### config.mk
export PLATFORM = sky130hd
export DESIGN_NAME = regfile_wb_arbiter
export DESIGN_NICKNAME = d
export VERILOG_FILES = /design/src/rtl/regfile_pkg.sv /design/src/rtl/rr_pick.sv /design/src/rtl/regfile_wb_arbiter.sv
export SDC_FILE = /design/constraint.sdc
export NUM_CORES = 1
export LEC_CHECK = 0
export ABC_AREA = 0
export CAP_MARGIN = 5
export CELL_PAD_IN_SITES_DETAIL_PLACEMENT = 0
export CELL_PAD_IN_SITES_GLOBAL_PLACEMENT = 1
export CORE_UTILIZATION = 25
export CTS_CLUSTER_SIZE = 28
export DETAILED_ROUTE_END_ITERATION = 8
export PLACE_DENSITY_LB_ADDON = 0.1
export SYNTH_ARGS = -nofsm -noshare
export SYNTH_HDL_FRONTEND = slang
export SYNTH_HIERARCHICAL = 1
export SYNTH_SLANG_ARGS = --single-unit
export TNS_END_PERCENT = 10
### constraint.sdc
create_clock -name clock -period 6.6 [get_ports clock]
set_input_delay 1.32 -clock clock [delete_from_list [all_inputs] [get_ports clock]]
set_output_delay 1.32 -clock clock [all_outputs]
set_load 0.05 [all_outputs]
### src/rtl/regfile_pkg.sv
// Shared register-file constants and the default writeback source numbering.
package regfile_pkg;

  localparam int REG_ADDR_W = 5;
  localparam int REG_DATA_W = 32;
  localparam logic [REG_ADDR_W-1:0] REG_ZERO = 5'd0;

  // Default requester slots on the writeback arbiter.
  typedef enum logic [1:0] {
    WB_ALU     = 2'd0,
    WB_MULTDIV = 2'd1,
    WB_LOAD    = 2'd2
  } wb_src_e;

endpackage

### src/rtl/rr_pick.sv
// Combinational round-robin picker: first asserted request at or after ptr,
// wrapping modulo NUM_REQ (NUM_REQ need not be a power of two).
module rr_pick #(
  parameter int NUM_REQ = 3,
  parameter int PTR_W   = 2
) (
  input  logic [NUM_REQ-1:0] req,
  input  logic [PTR_W-1:0]   ptr,
  output logic [NUM_REQ-1:0] grant,
  output logic [PTR_W-1:0]   winner,
  output logic               any
);

  localparam logic [PTR_W:0] NUM_W = (PTR_W+1)'(NUM_REQ);

  logic [PTR_W:0] idx;

  always_comb begin
    grant  = '0;
    winner = '0;
    any    = 1'b0;
    idx    = '0;
    for (int k = 0; k < NUM_REQ; k++) begin
      idx = {1'b0, ptr} + (PTR_W+1)'(k);
      if (idx >= NUM_W) begin
        idx = idx - NUM_W;
      end
      if (!any && req[idx[PTR_W-1:0]]) begin
        any                     = 1'b1;
        grant[idx[PTR_W-1:0]]   = 1'b1;
        winner                  = idx[PTR_W-1:0];
      end
    end
  end

endmodule

### src/rtl/regfile_wb_arbiter.sv
// Round-robin arbiter sharing the register-file write port between writeback
// sources; registers the winning write one cycle after grant.
module regfile_wb_arbiter
  import regfile_pkg::*;
#(
  parameter int NUM_REQ = 3,
  parameter int ADDR_W  = REG_ADDR_W,
  parameter int DATA_W  = REG_DATA_W
) (
  input  logic                      clock,
  input  logic                      reset_n,
  input  logic                      hold,
  input  logic [NUM_REQ-1:0]        req_valid,
  input  logic [NUM_REQ*ADDR_W-1:0] req_addr,
  input  logic [NUM_REQ*DATA_W-1:0] req_data,
  output logic [NUM_REQ-1:0]        req_ready,
  output logic                      ctrl_write_enable,
  output logic [ADDR_W-1:0]         ctrl_write_reg,
  output logic [DATA_W-1:0]         data_write_reg,
  output logic                      wb_conflict
);

  localparam int PTR_W = $clog2(NUM_REQ);
  localparam logic [PTR_W-1:0] PTR_LAST = PTR_W'(NUM_REQ - 1);
  localparam logic [ADDR_W-1:0] ADDR_ZERO = ADDR_W'(REG_ZERO);

  logic [PTR_W-1:0]   rr_ptr_q, rr_ptr_d;
  logic               wr_en_q, wr_en_d;
  logic [ADDR_W-1:0]  wr_reg_q, wr_reg_d;
  logic [DATA_W-1:0]  wr_data_q, wr_data_d;
  logic               conflict_q, conflict_d;

  logic [NUM_REQ-1:0] req_eff;
  logic [NUM_REQ-1:0] grant;
  logic [PTR_W-1:0]   winner;
  logic               any;

  logic [ADDR_W-1:0]  addr_arr [NUM_REQ];
  logic [DATA_W-1:0]  data_arr [NUM_REQ];
  logic [ADDR_W-1:0]  addr_win;
  logic [DATA_W-1:0]  data_win;

  always_comb begin
    for (int i = 0; i < NUM_REQ; i++) begin
      addr_arr[i] = req_addr[i*ADDR_W +: ADDR_W];
      data_arr[i] = req_data[i*DATA_W +: DATA_W];
    end
  end

  // Masking the requests (rather than the grant) keeps req_ready and the
  // transfer strobe consistent: nothing is granted in reset or under hold.
  assign req_eff = (reset_n && !hold) ? req_valid : '0;

  rr_pick #(
    .NUM_REQ (NUM_REQ),
    .PTR_W   (PTR_W)
  ) u_rr_pick (
    .req    (req_eff),
    .ptr    (rr_ptr_q),
    .grant  (grant),
    .winner (winner),
    .any    (any)
  );

  assign req_ready = grant;
  assign addr_win  = addr_arr[winner];
  assign data_win  = data_arr[winner];

  always_comb begin
    rr_ptr_d  = rr_ptr_q;
    wr_en_d   = 1'b0;
    wr_reg_d  = wr_reg_q;
    wr_data_d = wr_data_q;
    if (any) begin
      rr_ptr_d  = (winner == PTR_LAST) ? '0 : winner + PTR_W'(1);
      wr_en_d   = (addr_win != ADDR_ZERO);
      wr_reg_d  = addr_win;
      wr_data_d = data_win;
    end
  end

  // Same-destination detection looks at raw valids, independent of hold.
  always_comb begin
    conflict_d = 1'b0;
    for (int i = 0; i < NUM_REQ; i++) begin
      for (int j = i + 1; j < NUM_REQ; j++) begin
        if (req_valid[i] && req_valid[j] &&
            (addr_arr[i] == addr_arr[j]) && (addr_arr[i] != ADDR_ZERO)) begin
          conflict_d = 1'b1;
        end
      end
    end
  end

  always_ff @(posedge clock) begin
    if (!reset_n) begin
      rr_ptr_q   <= '0;
      wr_en_q    <= 1'b0;
      wr_reg_q   <= '0;
      wr_data_q  <= '0;
      conflict_q <= 1'b0;
    end else begin
      rr_ptr_q   <= rr_ptr_d;
      wr_en_q    <= wr_en_d;
      wr_reg_q   <= wr_reg_d;
      wr_data_q  <= wr_data_d;
      conflict_q <= conflict_d;
    end
  end

  assign ctrl_write_enable = wr_en_q;
  assign ctrl_write_reg    = wr_reg_q;
  assign data_write_reg    = wr_data_q;
  assign wb_conflict       = conflict_q;

endmodule

* After elaboration in Yosys (flattened, before gate mapping)
Cells that the tools add are included. Widths: inputs -> output; s select.
Word-level totals: bits in registers 41, memory bits (read-only) 0, memories 0, bits in latches 0, output and inout bits 42, word-level logic and storage cells 85, bits of input ports 117, memory bits (writable) 0
Operators by class: bitwise logic cells 3, $mul 0, multiplexer cells 35, div/mod/pow operators 0, add/subtract/negate cells 6, order comparisons 10, reductions and logical operators 22, equality and inequality tests 4, shifts and indexed selects 0
Operators by type and width (number):
- $bmux 32 s2 | 1
- $mux 32 | 2
- $eq 5x5->1 | 3
- $logic_and 1x1->1 | 15
- $reduce_bool 5->1 | 3
- $mux 2 | 7
- $mux 1 | 12
- $mux 3 | 4
- $bmux 5 s2 | 1
- $mux 5 | 2
- $lt 2x3->1 const B | 3
- $bmux 1 s2 | 3
- $demux 1 s2 | 3
- $ge 2x1->1 const B | 3
- $ge 3x2->1 const B | 2
- $or 3x3->3 | 2
- $sub 2x2->2 const B | 3
- $add 2x1->3 const B | 1
- $add 2x2->3 const B | 1
- $ge 3x3->1 const B | 1
- $logic_not 1->1 | 3
- $not 2->3 | 1
- $add 2x1->2 const B | 1
- $eq 2x2->1 const B | 1
- 2 further kinds | 2

* Longest topological paths before layout
word-level depth 17, depth in mapped cells 13, mapped depth without buffers 11

* Cells and area by module
The synthesis kept the hierarchy.
By module, submodules not included:
- regfile_wb_arbiter | area each 2313.5 µm², cells an instance 280, instances 1, sequential area each 820.8 µm²
- rr_pick | area each 281.5 µm², cells an instance 41, instances 1, sequential area each 0.0 µm²

* Worst setup path before layout
No wires, ideal clock.
kind input port to output port, from input port reset_n, to output port req_ready[1], required time 5.280 ns, data arrival time 3.135 ns, stages on the path 7, setup slack 2.145 ns, buffers on the path 0, cell sequence inv_1 > nor2_1 > and2_1 > nand2b_1 > a21oi_1 > o21ai_0 > o21ai_0
Between the ends: cells in the longest elaborated chain, start to end 11, elaborated cells on any way between the ends 19, those cells by class 12 x mux; 2 x bitwise; 5 x reduce/logical
RTL lines:
- start: declaration | line regfile_wb_arbiter.sv:11 | input logic reset_n,
- $logic_and 1x1->1 (*) | line regfile_wb_arbiter.sv:52 | assign req_eff = (reset_n && !hold) ? req_valid : '0;
- $mux 3 (*) | line regfile_wb_arbiter.sv:52
- via req_eff[0] | line regfile_wb_arbiter.sv:33 | logic [NUM_REQ-1:0] req_eff;
- $bmux 1 s2 | line rr_pick.sv:28 | if (!any && req[idx[PTR_W-1:0]]) begin
- $mux 1 (implied by the code) | line rr_pick.sv:28
- $mux 1 | line rr_pick.sv:28
- $logic_not 1->1 | line rr_pick.sv:28
- $logic_and 1x1->1 | line rr_pick.sv:28
- $mux 1 | line rr_pick.sv:28
- $logic_not 1->1 | line rr_pick.sv:28
- $logic_and 1x1->1 | line rr_pick.sv:28
- $mux 3 (*) | line rr_pick.sv:28
- end: declaration | line regfile_wb_arbiter.sv:16 | output logic [NUM_REQ-1:0] req_ready,
Mark *: on every way through the listed nets, which the timed path passes. The rest lies on a longest branch. The select of a mux whose other input is x is not followed.

* Final worst setup path
from input port reset_n, to output port req_ready[0]
Same word-level chain as after synthesis.

==> flow_metrics.py <==
metrics = {
    "grt": {
        "grt_overflow_total": 0,
        "grt_pass1_wl_um": 13600,
        "grt_max_degree": 50,
        "grt_pass1_vias": 2731,
        "antenna_found_initial": 0,
        "grt.total_usage": 0.155,
    },
    "detailed_routing": {
        "vias_per_cell": 4.58,
        "drt-initial-drc-count": 59,
        "drt-total-wl_um": 8470,
        "avgRoutedWirePerCell_um": 14.1,
        "drc": 0,
        "dr.pass1.iters": 4,
        "vias": 2754,
        "ant_nets": 0,
    },
    "logic_synthesis": {
        "postSynth.asyncResetShare": 0,
        "ys_warn_count": 6,
        "synth.area.mux_share": 0.175,
        "synth_edf_count": 0,
        "synthAdderAreaFrac": 0.0193,
        "seq_area_frac_synth": 0.316,
        "synth_area_um2": 2590,
        "synth_cell_type_count": 38,
        "synth_top_family_by_area": "compound AO/OA/AOI/OAI gates",
        "synth_ff_type": "dfxtp_1",
        "synth_simple_gate_area_frac": 0.185,
        "synth_cells": 321,
        "syn-num-nets": 442,
        "synth-seq-cells": 41,
        "synth_area_per_cell_um2": 8.08,
        "synth_xor_area_frac": 0.0473,
        "synth_compound_area_frac": 0.202,
    },
    "worst_setup_path": {
        "required_ns": 5.28,
        "worstPathMaxFanout": 7,
        "r2r_cells": 10,
        "end_kind": "output pin",
        "r2r_slack_ns": 3.15,
        "worst_r2r_startpoint": "rr_ptr_q[1]",
        "cp-start-kind": "input pin",
        "cp_cell_sequence": "clkdlybuf4s50_1, inv_1, nor2_1, and2_1, mux2i_4, o21ai_2, a21oi_1, a22oi_1, clkdlybuf4s50_1",
        "cpMostUsedCell": "clkdlybuf4s50_1",
        "crit_arrival_ns": 3.76,
        "critical_path.max_stage_delay_ns": 0.82,
        "cp_slowest_cell": "clkdlybuf4s50_1",
        "criticalPathCategory": "in -> out",
        "r2r_end": "data_write_reg[12]",
    },
    "sta": {
        "finClkSkew_ns": 0.00653,
        "grt_setup_unrepaired": "false",
        "finalSetupTns_ns": 0,
        "drv_slew": 0,
        "hold_viol": 0,
        "setup_viol": 0,
        "period_needed_ns": 5.08,
        "max_slew.worst_pin.slew_ns": 0.944,
        "timing.fmax_mhz": 197,
        "max_slew_margin": 0.371,
        "post-route-period-util": 0.769,
    },
    "cts": {
        "cts_buffers": 5,
        "clk_path_buf_depth": 2,
        "htree_levels": 2,
        "cts_tree": "built",
        "clkSinkCount": 41,
        "cts_root_buf": "clkbuf_8",
        "cts_resized": 0,
        "cts_setup_buffers": 0,
        "clk_latency_ns": 0.29,
        "clkTransAtPathRegs_ns": 0.09,
        "postCtsHoldBufs": 0,
    },
    "floorplanning": {
        "fp.dieH_um": 104,
        "die_width_um": 104,
        "ios": 159,
        "start_util": 0.262,
        "dieArea_um2": 10800,
        "fp-row-count": 36,
        "core-area_um2": 9910,
    },
    "cells_and_area": {
        "multiInputGateArea_um2": 1660,
        "final_cell_mix": "clkdlybuf4s50_1 (158), nor2_1 (78), mux2i_1 (43)",
        "fill_cells": 1040,
        "fin_nets": 589,
        "seq_area_um2": 821,
        "n_antenna_cell": 0,
        "drive_above_1_share": 0.0449,
        "layout_commonest_cell": "clkdlybuf4s50_1",
        "areaGrowthSynthToFinish_pct": 68.9,
        "largest_reg_flops": 32,
    },
    "power": {
        "leakage_nw": 1.54,
        "pwr-share-seq": 0.284,
        "power.switching_uw": 475,
        "fin_total_pwr_mw": 1.12,
        "pwr-share-clk": 0.180,
        "power_density_nw_per_um2": 256,
        "combPwrFrac": 0.536,
        "ir_drop_mv": 0.0847,
        "p_int_uw": 647,
        "p_sw_frac": 0.423,
    },
    "min_path": {
        "hold_class": "reg -> reg",
        "min_to": "ctrl_write_reg[2]",
        "hold_path.startpoint": "ctrl_write_reg[2]",
        "whs_path_depth": 2,
    },
    "placed_design": {
        "hpwlAfterDp_um": 6310,
        "gp_congestion": 0.773,
        "io_buffers": 158,
    },
    "status": {
        "outcome": "finished clean",
    },
    "flow_run": {
        "maxCapViolations": 0,
    },
}
## Yosys cell counts, types with 5 or more instances
| cell type | number | area, um^2 |
|---|---|---|
| clkbuf_1 | 8 | 30.0 |
| o21ai_0 | 5 | 25.0 |
| a221oi_1 | 11 | 96.3 |
| dfxtp_1 | 41 | 821 |
| a21oi_1 | 31 | 155 |
| nor2_1 | 78 | 293 |
| buf_2 | 8 | 40.0 |
| xnor2_1 | 14 | 123 |
| nor3_1 | 5 | 25.0 |
| nand2_1 | 8 | 30.0 |
| a211oi_1 | 22 | 165 |
| mux2i_1 | 43 | 430 |
## power by group through the flow
stage	registers [mW]	logic [mW]	clock network, mW
floorplan	0.480	0.236	0
global placement	0.323	0.609	0
detailed placement	0.324	0.609	0
CTS	0.319	0.611	0.213
global route	0.326	0.647	0.221
finish	0.319	0.601	0.202
## cell type report
class	instances	area share
flip-flops and latches	41	0.187
multi-input cells	252	0.378
repair buffers	163	0.369
inverters	5	0.00428
clock inverters	2	0.00799
well taps	133	0.0380
clock buffers	5	0.0157
## cell families (layout without fill, tap and decap cells)
kind of cell,after synthesis,in the layout
AO/OA/AOI/OAI,79,79
XOR/XNOR,14,14
adder cells (fa/ha/maj),4,4
buffers and inverters,28,175
flip-flops,41,41
multiplexers,44,44
AND/OR/NAND/NOR,111,111
## per-stage QoR
stage | area (um^2) | setup slack [ns] | std cells | utilization | hold WS (ns)
after floorplan | 2590 | 2.14 | 321 | - | 0.514
after global placement | 4280 | 1.59 | 594 | 0.432 | 0.473
after detailed placement | 4280 | 1.53 | 594 | 0.432 | 0.478
after CTS | 4380 | 1.53 | 601 | 0.442 | 0.490
after global routing | 4380 | 1.32 | 601 | 0.442 | 0.508
final | 4380 | 1.52 | 601 | 0.442 | 0.484
## how the worst max path moves through the flow
stage	slack (ns)	cells past startpoint	from	endpoint
floorplan	2.14	7	reset_n	req_ready[1]
global placement	1.59	9	reset_n	req_ready[0]
detailed placement	1.53	9	reset_n	req_ready[0]
CTS	1.53	9	reset_n	req_ready[0]
global route	1.32	9	reset_n	req_ready[0]
finish	1.52	9	reset_n	req_ready[0]
## routing by layer
layer	wire, um	global-route usage	share of wire
met5	0	0	0
met4	39	0.0306	0.0046
met2	4380	0.287	0.52
met3	570	0.0482	0.067
met1	3480	0.175	0.41
## critical path, delay by kind of cell
kind	cells	cell delay, ns
AOI/OAI and AO/OA	3	0.54
muxes	1	0.11
and+or+nand+nor	2	0.39
buffers and inverters	3	1.38
(Power assumes the default switching activity.)
